## src/rtl/regfile_pkg.sv

```systemverilog
// Shared types and defaults for the multi-port register file.
// Latency: n/a (types and constants only).
// Backpressure: n/a.
package regfile_pkg;

  // Clear-engine states: IDLE waits for CLR_REQ, SWEEP zeroes one register per cycle.
  typedef enum logic {IDLE, SWEEP} clr_state_t;

  // Defaults shared with the LC-3 datapath.
  localparam int RF_WIDTH = 16;
  localparam int RF_NREGS = 8;

endpackage

```

## src/rtl/regfile_sb.sv

```systemverilog
// Pending scoreboard: one bit per register, set on reserve, cleared on writeback or sweep.
// Latency: set/clear visible on lookups the cycle after the edge; lookups are combinational.
// Backpressure: none; callers gate set/clr while a sweep is running.
//
// Ports: Clk, Reset_n (async active-low); set/set_idx reserve a register;
// clr/clr_idx retire it on writeback; swp/swp_idx clear during sweep;
// lk1_idx/lk2_idx look up pend1/pend2. Out-of-range indices never match.
module regfile_sb
  import regfile_pkg::*;
#(
  parameter  int NREGS = RF_NREGS,
  localparam int AW    = $clog2(NREGS)
) (
  input  logic          Clk,
  input  logic          Reset_n,
  input  logic          set,
  input  logic [AW-1:0] set_idx,
  input  logic          clr,
  input  logic [AW-1:0] clr_idx,
  input  logic          swp,
  input  logic [AW-1:0] swp_idx,
  input  logic [AW-1:0] lk1_idx,
  input  logic [AW-1:0] lk2_idx,
  output logic          pend1,
  output logic          pend2
);

  logic [NREGS-1:0] pend;

  // Set has priority over clear on the same index: a reserve issued in the
  // same cycle as a writeback names a newer producer.
  always_ff @(posedge Clk or negedge Reset_n) begin
    if (!Reset_n) begin
      pend <= '0;
    end else begin
      for (int i = 0; i < NREGS; i++) begin
        if (swp && swp_idx == AW'(i)) begin
          pend[i] <= 1'b0;
        end else if (set && set_idx == AW'(i)) begin
          pend[i] <= 1'b1;
        end else if (clr && clr_idx == AW'(i)) begin
          pend[i] <= 1'b0;
        end
      end
    end
  end

  // Out-of-range lookups fall through to 0 (not pending).
  always_comb begin
    pend1 = 1'b0;
    pend2 = 1'b0;
    for (int i = 0; i < NREGS; i++) begin
      if (lk1_idx == AW'(i)) pend1 = pend[i];
      if (lk2_idx == AW'(i)) pend2 = pend[i];
    end
  end

endmodule

```

## src/rtl/regfile_mp.sv

```systemverilog
// NREGS x WIDTH register file: 2 combinational reads, 1 write, optional bypass, pending scoreboard, clear sweep.
// Latency: reads 0 cycles; writes visible next cycle (same cycle via bypass); sweep takes NREGS cycles.
// Backpressure: none internally; LD_REG/RSV are dropped while CLR_BUSY is high, upstream must hold off.
//
// Ports: Clk, Reset_n (async active-low); LD_REG/DR/BUS write port;
// SR1/SR2 -> SR1OUT/SR2OUT read ports with SR1_RDY/SR2_RDY source-ready flags;
// RSV/RSV_DR reserve a destination; CLR_REQ starts a sweep, CLR_BUSY while it runs.
module regfile_mp
  import regfile_pkg::*;
#(
  parameter  int WIDTH  = RF_WIDTH,
  parameter  int NREGS  = RF_NREGS,
  parameter  int BYPASS = 1,
  localparam int AW     = $clog2(NREGS)
) (
  input  logic             Clk,
  input  logic             Reset_n,
  input  logic             LD_REG,
  input  logic [AW-1:0]    DR,
  input  logic [WIDTH-1:0] BUS,
  input  logic [AW-1:0]    SR1,
  input  logic [AW-1:0]    SR2,
  output logic [WIDTH-1:0] SR1OUT,
  output logic [WIDTH-1:0] SR2OUT,
  output logic             SR1_RDY,
  output logic             SR2_RDY,
  input  logic             RSV,
  input  logic [AW-1:0]    RSV_DR,
  input  logic             CLR_REQ,
  output logic             CLR_BUSY
);

  localparam logic [AW:0]   NREGS_X = (AW + 1)'(NREGS);
  localparam logic [AW-1:0] LAST    = AW'(NREGS - 1);
  localparam bit            BYP     = (BYPASS != 0);

  clr_state_t       state, state_nxt;
  logic [AW-1:0]    cnt, cnt_nxt;
  logic [WIDTH-1:0] regs [NREGS];
  logic [WIDTH-1:0] rd1, rd2;
  logic             wr_en, rsv_en, byp1, byp2, pend1, pend2;

  assign CLR_BUSY = (state == SWEEP);

  // DR range check only matters for bypass; the array and scoreboard
  // already ignore indices that match no register.
  assign wr_en  = LD_REG && !CLR_BUSY && ({1'b0, DR} < NREGS_X);
  assign rsv_en = RSV && !CLR_BUSY;

  // Reset_n gates bypass so outputs read 0 for the whole reset interval.
  assign byp1 = BYP && Reset_n && wr_en && (DR == SR1);
  assign byp2 = BYP && Reset_n && wr_en && (DR == SR2);

  // Clear engine state register.
  always_ff @(posedge Clk or negedge Reset_n) begin
    if (!Reset_n) begin
      state <= IDLE;
      cnt   <= '0;
    end else begin
      state <= state_nxt;
      cnt   <= cnt_nxt;
    end
  end

  // Clear engine next state. CLR_REQ is only looked at in IDLE, so a request
  // during a sweep is dropped and a held request re-arms after return to IDLE.
  always_comb begin
    state_nxt = state;
    cnt_nxt   = cnt;
    case (state)
      IDLE: begin
        if (CLR_REQ) begin
          state_nxt = SWEEP;
          cnt_nxt   = '0;
        end
      end
      SWEEP: begin
        if (cnt == LAST) begin
          state_nxt = IDLE;
          cnt_nxt   = '0;
        end else begin
          cnt_nxt = cnt + 1'b1;
        end
      end
    endcase
  end

  // Register array: the sweep slot takes priority, though writes are already
  // gated off while sweeping.
  always_ff @(posedge Clk or negedge Reset_n) begin
    if (!Reset_n) begin
      for (int i = 0; i < NREGS; i++) regs[i] <= '0;
    end else begin
      for (int i = 0; i < NREGS; i++) begin
        if (CLR_BUSY && cnt == AW'(i)) begin
          regs[i] <= '0;
        end else if (wr_en && DR == AW'(i)) begin
          regs[i] <= BUS;
        end
      end
    end
  end

  // Read muxes; an index matching no register reads 0.
  always_comb begin
    rd1 = '0;
    rd2 = '0;
    for (int i = 0; i < NREGS; i++) begin
      if (SR1 == AW'(i)) rd1 = regs[i];
      if (SR2 == AW'(i)) rd2 = regs[i];
    end
  end

  assign SR1OUT  = byp1 ? BUS : rd1;
  assign SR2OUT  = byp2 ? BUS : rd2;
  assign SR1_RDY = !pend1 || byp1;
  assign SR2_RDY = !pend2 || byp2;

  regfile_sb #(
    .NREGS (NREGS)
  ) u_sb (
    .Clk     (Clk),
    .Reset_n (Reset_n),
    .set     (rsv_en),
    .set_idx (RSV_DR),
    .clr     (wr_en),
    .clr_idx (DR),
    .swp     (CLR_BUSY),
    .swp_idx (cnt),
    .lk1_idx (SR1),
    .lk2_idx (SR2),
    .pend1   (pend1),
    .pend2   (pend2)
  );

endmodule
```

## config.mk

```make
export PLATFORM = sky130hd
export DESIGN_NAME = regfile_mp
export DESIGN_NICKNAME = d
export VERILOG_FILES = /design/src/rtl/regfile_pkg.sv /design/src/rtl/regfile_sb.sv /design/src/rtl/regfile_mp.sv
export SDC_FILE = /design/constraint.sdc
export NUM_CORES = 1
export LEC_CHECK = 0
export CELL_PAD_IN_SITES_DETAIL_PLACEMENT = 1
export CELL_PAD_IN_SITES_GLOBAL_PLACEMENT = 1
export CORE_UTILIZATION = 46
export CTS_CLUSTER_DIAMETER = 120
export DETAILED_ROUTE_END_ITERATION = 6
export DONT_BUFFER_PORTS = 1
export PLACE_DENSITY_LB_ADDON = 0.1
export SLEW_MARGIN = 10
export SYNTH_ARGS = -nofsm -noshare
export SYNTH_HDL_FRONTEND = slang
export SYNTH_SLANG_ARGS = --single-unit
```

## constraint.sdc

```tcl
create_clock -name Clk -period 2.05 [get_ports Clk]
set_clock_uncertainty 0.15 [all_clocks]
set_input_delay 0.41 -clock Clk [delete_from_list [all_inputs] [get_ports Clk]]
set_output_delay 0.41 -clock Clk [all_outputs]
set_load 0.005 [all_outputs]
```

==> impl_metrics.json, run 1 <==
{
  "hold_class": "input port to asynchronous set/reset pin",
  "rsz0062_at_grt": "yes",
  "p_per_area_nw_per_um2": 1170,
  "synth_nets": 887,
  "pre_cts_slack_ns": -0.152,
  "cts_buffer_depth": 2,
  "drt_iter0_markers": 754,
  "layout_setup_ws_ns": -0.475,
  "synthArstFlopShare": 1.00,
  "ys.flop_type": "dfrtp_1",
  "gr-usage-met3": 0.0741,
  "synth_edf_count": 0,
  "max_freq_ghz": 0.396,
  "htree_levels": 4,
  "finalSetupViolations": 45,
  "post-route-period-util": 1.23,
  "rr_worst_depth": 7,
  "path_class": "flip-flop to output port",
  "use_met2": 0.580,
  "dieArea_sq_um": 18700,
  "grt_pass1_wl_um": 49200,
  "endpoint_kind": "output port",
  "syn_area_per_cell_sq_um": 9.86,
  "synth_area_leaders": "dfrtp_1, a22o_1, mux2i_1",
  "grt_antenna_before_repair": 0,
  "grt_pass1_vias": 8196,
  "core_area_sq_um": 17500,
  "antenna_cells": 0,
  "rows": 48,
  "synth_top_cell_area_share": 0.419,
  "drtAntennaViolNets": 0,
  "fin_nets": 898,
  "hold-worst-slack_ns": -0.479,
  "cts.reportedPaths.clkPinSlew_ns": 0.06,
  "ys_seq_area_frac": 0.419,
  "synth_top_cell_by_area": "dfrtp_1",
  "place_hpwl_um": 18600,
  "synth_most_common_cell": "dfrtp_1",
  "start_util": 0.477,
  "overflow": 0,
  "grt_use_total": 0.362,
  "violations": "hold timing, setup timing",
  "crit_fanout": 8,
  "vias": 7838,
  "clockRootBuffer": "clkbuf_16",
  "ios": 68,
  "die_w_um": 137,
  "ys_types": 50,
  "clock_power_share": 0.310,
  "synthCells": 848,
  "clock_latency_ns": 0.43,
  "area_growth_pct": 22.5,
  "routed_wl_um": 33000,
  "grt_start_max_net_pins": 142,
  "power_w": 0.0120,
  "ctsHoldBuffers": 19,
  "ys_ff_latch": 140,
  "seqPwrFrac": 0.392,
  "yosys-top-cells-count": "dfrtp_1, a22o_1, nor2_1",
  "startpoint": "CLR_BUSY$_DFF_PN0_",
  "p_leak_nw": 4.45,
  "combinationalPowerShare": 0.297,
  "cts_buffers": 17,
  "first_pass_iters": 6,
  "timing.slew.headroom": 0.493,
  "synth_area_sq_um": 8360,
  "period_minus_slack_ns": 2.52,
  "use_met1": 0.468,
  "drive_above_1_share": 0.197,
  "swShare": 0.341,
  "vias_per_cell": 7.15,
  "worstPathRequired_ns": 1.49,
  "r2r_setup_slack_ns": -0.03,
  "cellInternalPower_w": 0.00789,
  "drc": 0,
  "yosys_warnings": 0,
  "max_cap_violations": 0,
  "slew_viol_final": 0,
  "port_buffers": 0,
  "peakVddDrop_v": 0.000736,
  "start_kind": "flip-flop",
  "post_drt_wl_per_cell_um": 30.1,
  "worst_pin_slew_ns": 0.761,
  "arrival_ns": 1.96,
  "rr_endpoint": "u_sb.pend[0]$_DFFE_PN0P_",
  "globalplace.congestion": 0.820,
  "p_switching_w": 0.00408,
  "outcome": "finished with violations",
  "grt-busiest-layer": "met2",
  "r2r-start": "CLR_BUSY$_DFF_PN0_",
  "dieHeight_um": 137,
  "final_hold_viol_count": 140,
  "cts_tree": "built",
  "clkSinkCount": 140
}
what timing repair did:
action	4_1_cts	5_1_grt
buffers inserted	6	6
resized for setup	74	40
gates cloned	2	2
hold endpoints to repair	278	140
setup endpoints to repair	68	70
pin swaps	14	9
per-stage QoR:
step,util,TNS [ns],cell area (sq um),cells
after floorplan,-,-0.694,8440,848
after global placement,0.496,-2.19,8700,1032
after detailed placement,0.496,-4.39,8700,1032
after CTS,0.572,-12.07,10000,1090
after global routing,0.584,-16.18,10200,1096
final,0.584,-14.87,10200,1096
metal layers:
| metal | up-vias | routed length, um |
|---|---|---|
| met5 | - | 0 |
| met4 | 0 | 1230 |
| met3 | 88 | 2540 |
| met2 | 405 | 15700 |
| met1 | 4080 | 13500 |
| li1 | 3265 | - |
power by group through the flow:
stage,registers [W],clock network [W],logic [W]
global placement,0.00456,0,0.00296
finish,0.00470,0.00371,0.00356
CTS,0.00462,0.00373,0.00339
global route,0.00479,0.00385,0.00381
floorplan,0.00433,0,0.00237
detailed placement,0.00462,0,0.00311
layout make-up:
type	instances	area [sq um]
clock buffers	19	453
clock inverters	12	241
repair buffers	84	865
multi-input cells	590	4800
inverters	26	97.6
flip-flops and latches	140	3500
fillers	1849	7290
well taps	225	282
worst max-delay path, stage by stage (launching register included):
cell,delay [ns]
dfrtp_1,0.38
nand3b_1,0.26
nor4_4,0.27
buf_6,0.17
buf_12,0.15
nand2_2,0.06
o31ai_1,0.07
buf_4,0.16
sequential cells by signal, summed over array words and instances, names as in the netlist:
name,cells
cnt,3
CLR_BUSY,1
regs,128
u_sb.pend,8
layout by cell type (no fill, tap or decap), drive strengths merged, types with 2 or more instances in the layout:
master,count
a221oi,24
nand2,46
nor2b,21
clkbuf,19
a21boi,25
or2,2
nor3,3
mux4,2
nand3b,12
a21oi,28
buf,65
nor4,2
o211ai,31
xor2,6
a22o,130
o31ai,30
nand3,5
clkinv,4
bufinv,7
a32o,6
dlygate4sd3,19
mux2i,50
inv,26
o21ai,18
nor3b,2
o221ai,29
nand2b,16
nor2,64
o22a,3
dfrtp,140
a32oi,4
a211oi,12
and3,2
ha,6
or3b,2
a31oi,3
worst max path at each step:
stage	depth (start not counted)	slack [ns]	to
global route	7	-0.50	SR2OUT[10]
floorplan	6	-0.05	SR2OUT[10]
CTS	6	-0.41	SR1OUT[5]
finish	7	-0.47	SR1OUT[5]
global placement	4	-0.09	SR2OUT[13]
detailed placement	4	-0.15	regs[19]$_DFFE_PN0P_
logic make-up after synthesis:
family,Yosys count,synth area share
xor gates and xnor gates,6,0.00628
buffers and inverters,119,0.0606
and+or+nand+nor,179,0.109
DFF,140,0.419
adders and majority gates,6,0.00898
muxes,53,0.0666
AOI/OAI and AO/OA,345,0.329
No activity file was read; power rests on OpenSTA's default activity.
==> run 2: changes to the inputs <==
CORE_MARGIN = 2   (was unset)
SKIP_LAST_GASP = 1   (was unset)
==> run 2 against run 1 <==
The flow still finishes with violations (hold timing, setup timing); combinational power shrank 3%; sequential cell count is the same; highest routed layer unchanged; sequential share of layout area grew 1.4 points; non-clock buffer count shrank 8; utilization shrank 3.5 points; critical endpoint is now SR1OUT[8]; routed wire length shrank 2.9%; sequential power is essentially flat; maximum frequency grew 4.9%.
==> impl_metrics.json, run 2 (synthesized netlist as in run 1, its figures left out) <==
{
  "rows": 49,
  "p_leak_nw": 4.20,
  "r2r_setup_slack_ns": 0.05,
  "final_cell_mix": "dfrtp_1, a22o_1, nor2_1",
  "drt_iter0_markers": 635,
  "dieArea_sq_um": 19300,
  "fin_area_sq_um": 9840,
  "p_switching_w": 0.00398,
  "top_register": "regs",
  "r2r-start": "CLR_BUSY$_DFF_PN0_",
  "start_kind": "flip-flop",
  "power_w": 0.0114,
  "violations": "hold timing, setup timing",
  "largest_register_ff_count": 128,
  "slew_viol_final": 0,
  "seqPwrFrac": 0.412,
  "clock_latency_ns": 0.42,
  "core_area_sq_um": 17900,
  "cts_buffers": 17,
  "cts_buffer_depth": 2,
  "crit_fanout": 17,
  "drtAntennaViolNets": 0,
  "period_minus_slack_ns": 2.41,
  "port_buffers": 0,
  "rr_worst_depth": 6,
  "peakVddDrop_v": 0.000648,
  "placed_cell_area_sq_um": 8780,
  "hold_class": "input port to asynchronous set/reset pin",
  "grt_pass1_vias": 8076,
  "drc": 0,
  "finalSetupViolations": 34,
  "swShare": 0.350,
  "crit_end": "SR1OUT[8]",
  "grt_pass1_wl_um": 49000,
  "worst_pin_slew_ns": 0.544,
  "clock_power_share": 0.285,
  "rsz0062_at_grt": "yes",
  "outcome": "finished with violations",
  "dieHeight_um": 139,
  "ios": 68,
  "grt_start_max_net_pins": 142,
  "antenna_cells": 0,
  "final_common_cell": "dfrtp_1",
  "worstPathRequired_ns": 1.49,
  "timing.slew.headroom": 0.636,
  "area_growth_pct": 17.6,
  "routed_wl_um": 32000,
  "die_w_um": 139,
  "final_core_util": 0.549,
  "arrival_ns": 1.85,
  "vias_per_cell": 7.05,
  "p_per_area_nw_per_um2": 1160,
  "clockRootBuffer": "clkbuf_16",
  "cellInternalPower_w": 0.00739,
  "drive_above_1_share": 0.161,
  "final_hold_viol_count": 140,
  "cts.reportedPaths.clkPinSlew_ns": 0.06,
  "overflow": 0,
  "top_regs": "regs (128), u_sb.pend (8), cnt (3)",
  "post_drt_wl_per_cell_um": 29.3,
  "rr_endpoint": "regs[119]$_DFFE_PN0P_",
  "globalplace.congestion": 0.894,
  "grt_use_total": 0.329,
  "startpoint": "CLR_BUSY$_DFF_PN0_",
  "first_pass_iters": 5,
  "layout_setup_ws_ns": -0.358,
  "clkSinkCount": 140,
  "start_util": 0.467,
  "max_freq_ghz": 0.415,
  "grt_antenna_before_repair": 0,
  "combinationalPowerShare": 0.303,
  "max_cap_violations": 0,
  "hold-worst-slack_ns": -0.472,
  "post-route-period-util": 1.17,
  "vias": 7696,
  "place_hpwl_um": 18600,
  "endpoint_kind": "output port",
  "path_class": "flip-flop to output port",
  "fin_nets": 890,
  "htree_levels": 4,
  "cts_tree": "built"
}
## run 2: changes by cell type in the layout (fill, tap and decap cells not counted), moves of 3 or more
cell / before / now
nand2_2: 4 / 1
bufinv_16: 7 / 3
o31ai_4: 11 / 1
nand2_1: 31 / 45
buf_4: 44 / 38
nand2_4: 11 / 0
o31ai_1: 16 / 28
## run 2: per-layer routing
layer,vias up,routed length (um),share of wire,track usage
met5,-,0,0,0
met4,0,1130,0.035,0.126
met3,80,2410,0.075,0.0801
met2,363,15000,0.47,0.524
met1,4001,13400,0.42,0.438
li1,3252,-,-,-
## run 2: repair_timing
item | 4_1_cts | 5_1_grt
gates resized for setup | 14 | 35
setup endpoints to repair | 51 | 92
setup buffers | 2 | 1
endpoints found under the hold margin | 273 | 142
hold buffers | 18 | 1
pin swaps | 7 | 10
gates cloned | 1 | 1
## run 2: worst min-delay path by stage
stage	slack, ns	to	cells after the start
final	-0.47	regs[10]$_DFFE_PN0P_	0
after global routing	-0.49	regs[10]$_DFFE_PN0P_	0
after CTS	-0.48	regs[10]$_DFFE_PN0P_	0
after detailed placement	-0.03	regs[10]$_DFFE_PN0P_	0
after global placement	-0.03	regs[106]$_DFFE_PN0P_	0
after floorplan	-0.04	CLR_BUSY$_DFF_PN0_	0
## run 2: power by group through the flow
stage	logic, W	clock network [W]	registers [W]
after floorplan	0.00237	0	0.00433
after global placement	0.00302	0	0.00458
after detailed placement	0.00314	0	0.00463
after CTS	0.00332	0.00327	0.00461
after global routing	0.00370	0.00340	0.00478
final	0.00344	0.00324	0.00469
## run 2: area by class of cell
type / count / area, sq um
fill: 1925 / 8070
multi-input combinational: 590 / 4560
sequential: 140 / 3510
timing repair buffer: 76 / 773
clock buffer: 21 / 470
tap: 229 / 287
clock inverter: 10 / 140
inverter: 26 / 97.6
## run 2: critical path: stages (launching register included)
cell,delay (ns)
dfrtp_1,0.37
nand3b_1,0.26
nor4_4,0.24
buf_12,0.20
buf_12,0.16
nand2_1,0.08
o31ai_1,0.09
## run 2: through the flow
stage	setup slack (ns)	cells	hold slack [ns]	setup TNS (ns)
after floorplan	-0.0522	848	-0.0356	-0.694
after global placement	-0.140	1037	-0.0316	-0.829
after detailed placement	-0.170	1037	-0.0292	-1.27
after CTS	-0.377	1089	-0.479	-10.45
after global routing	-0.450	1092	-0.493	-13.72
final	-0.358	1092	-0.472	-10.88
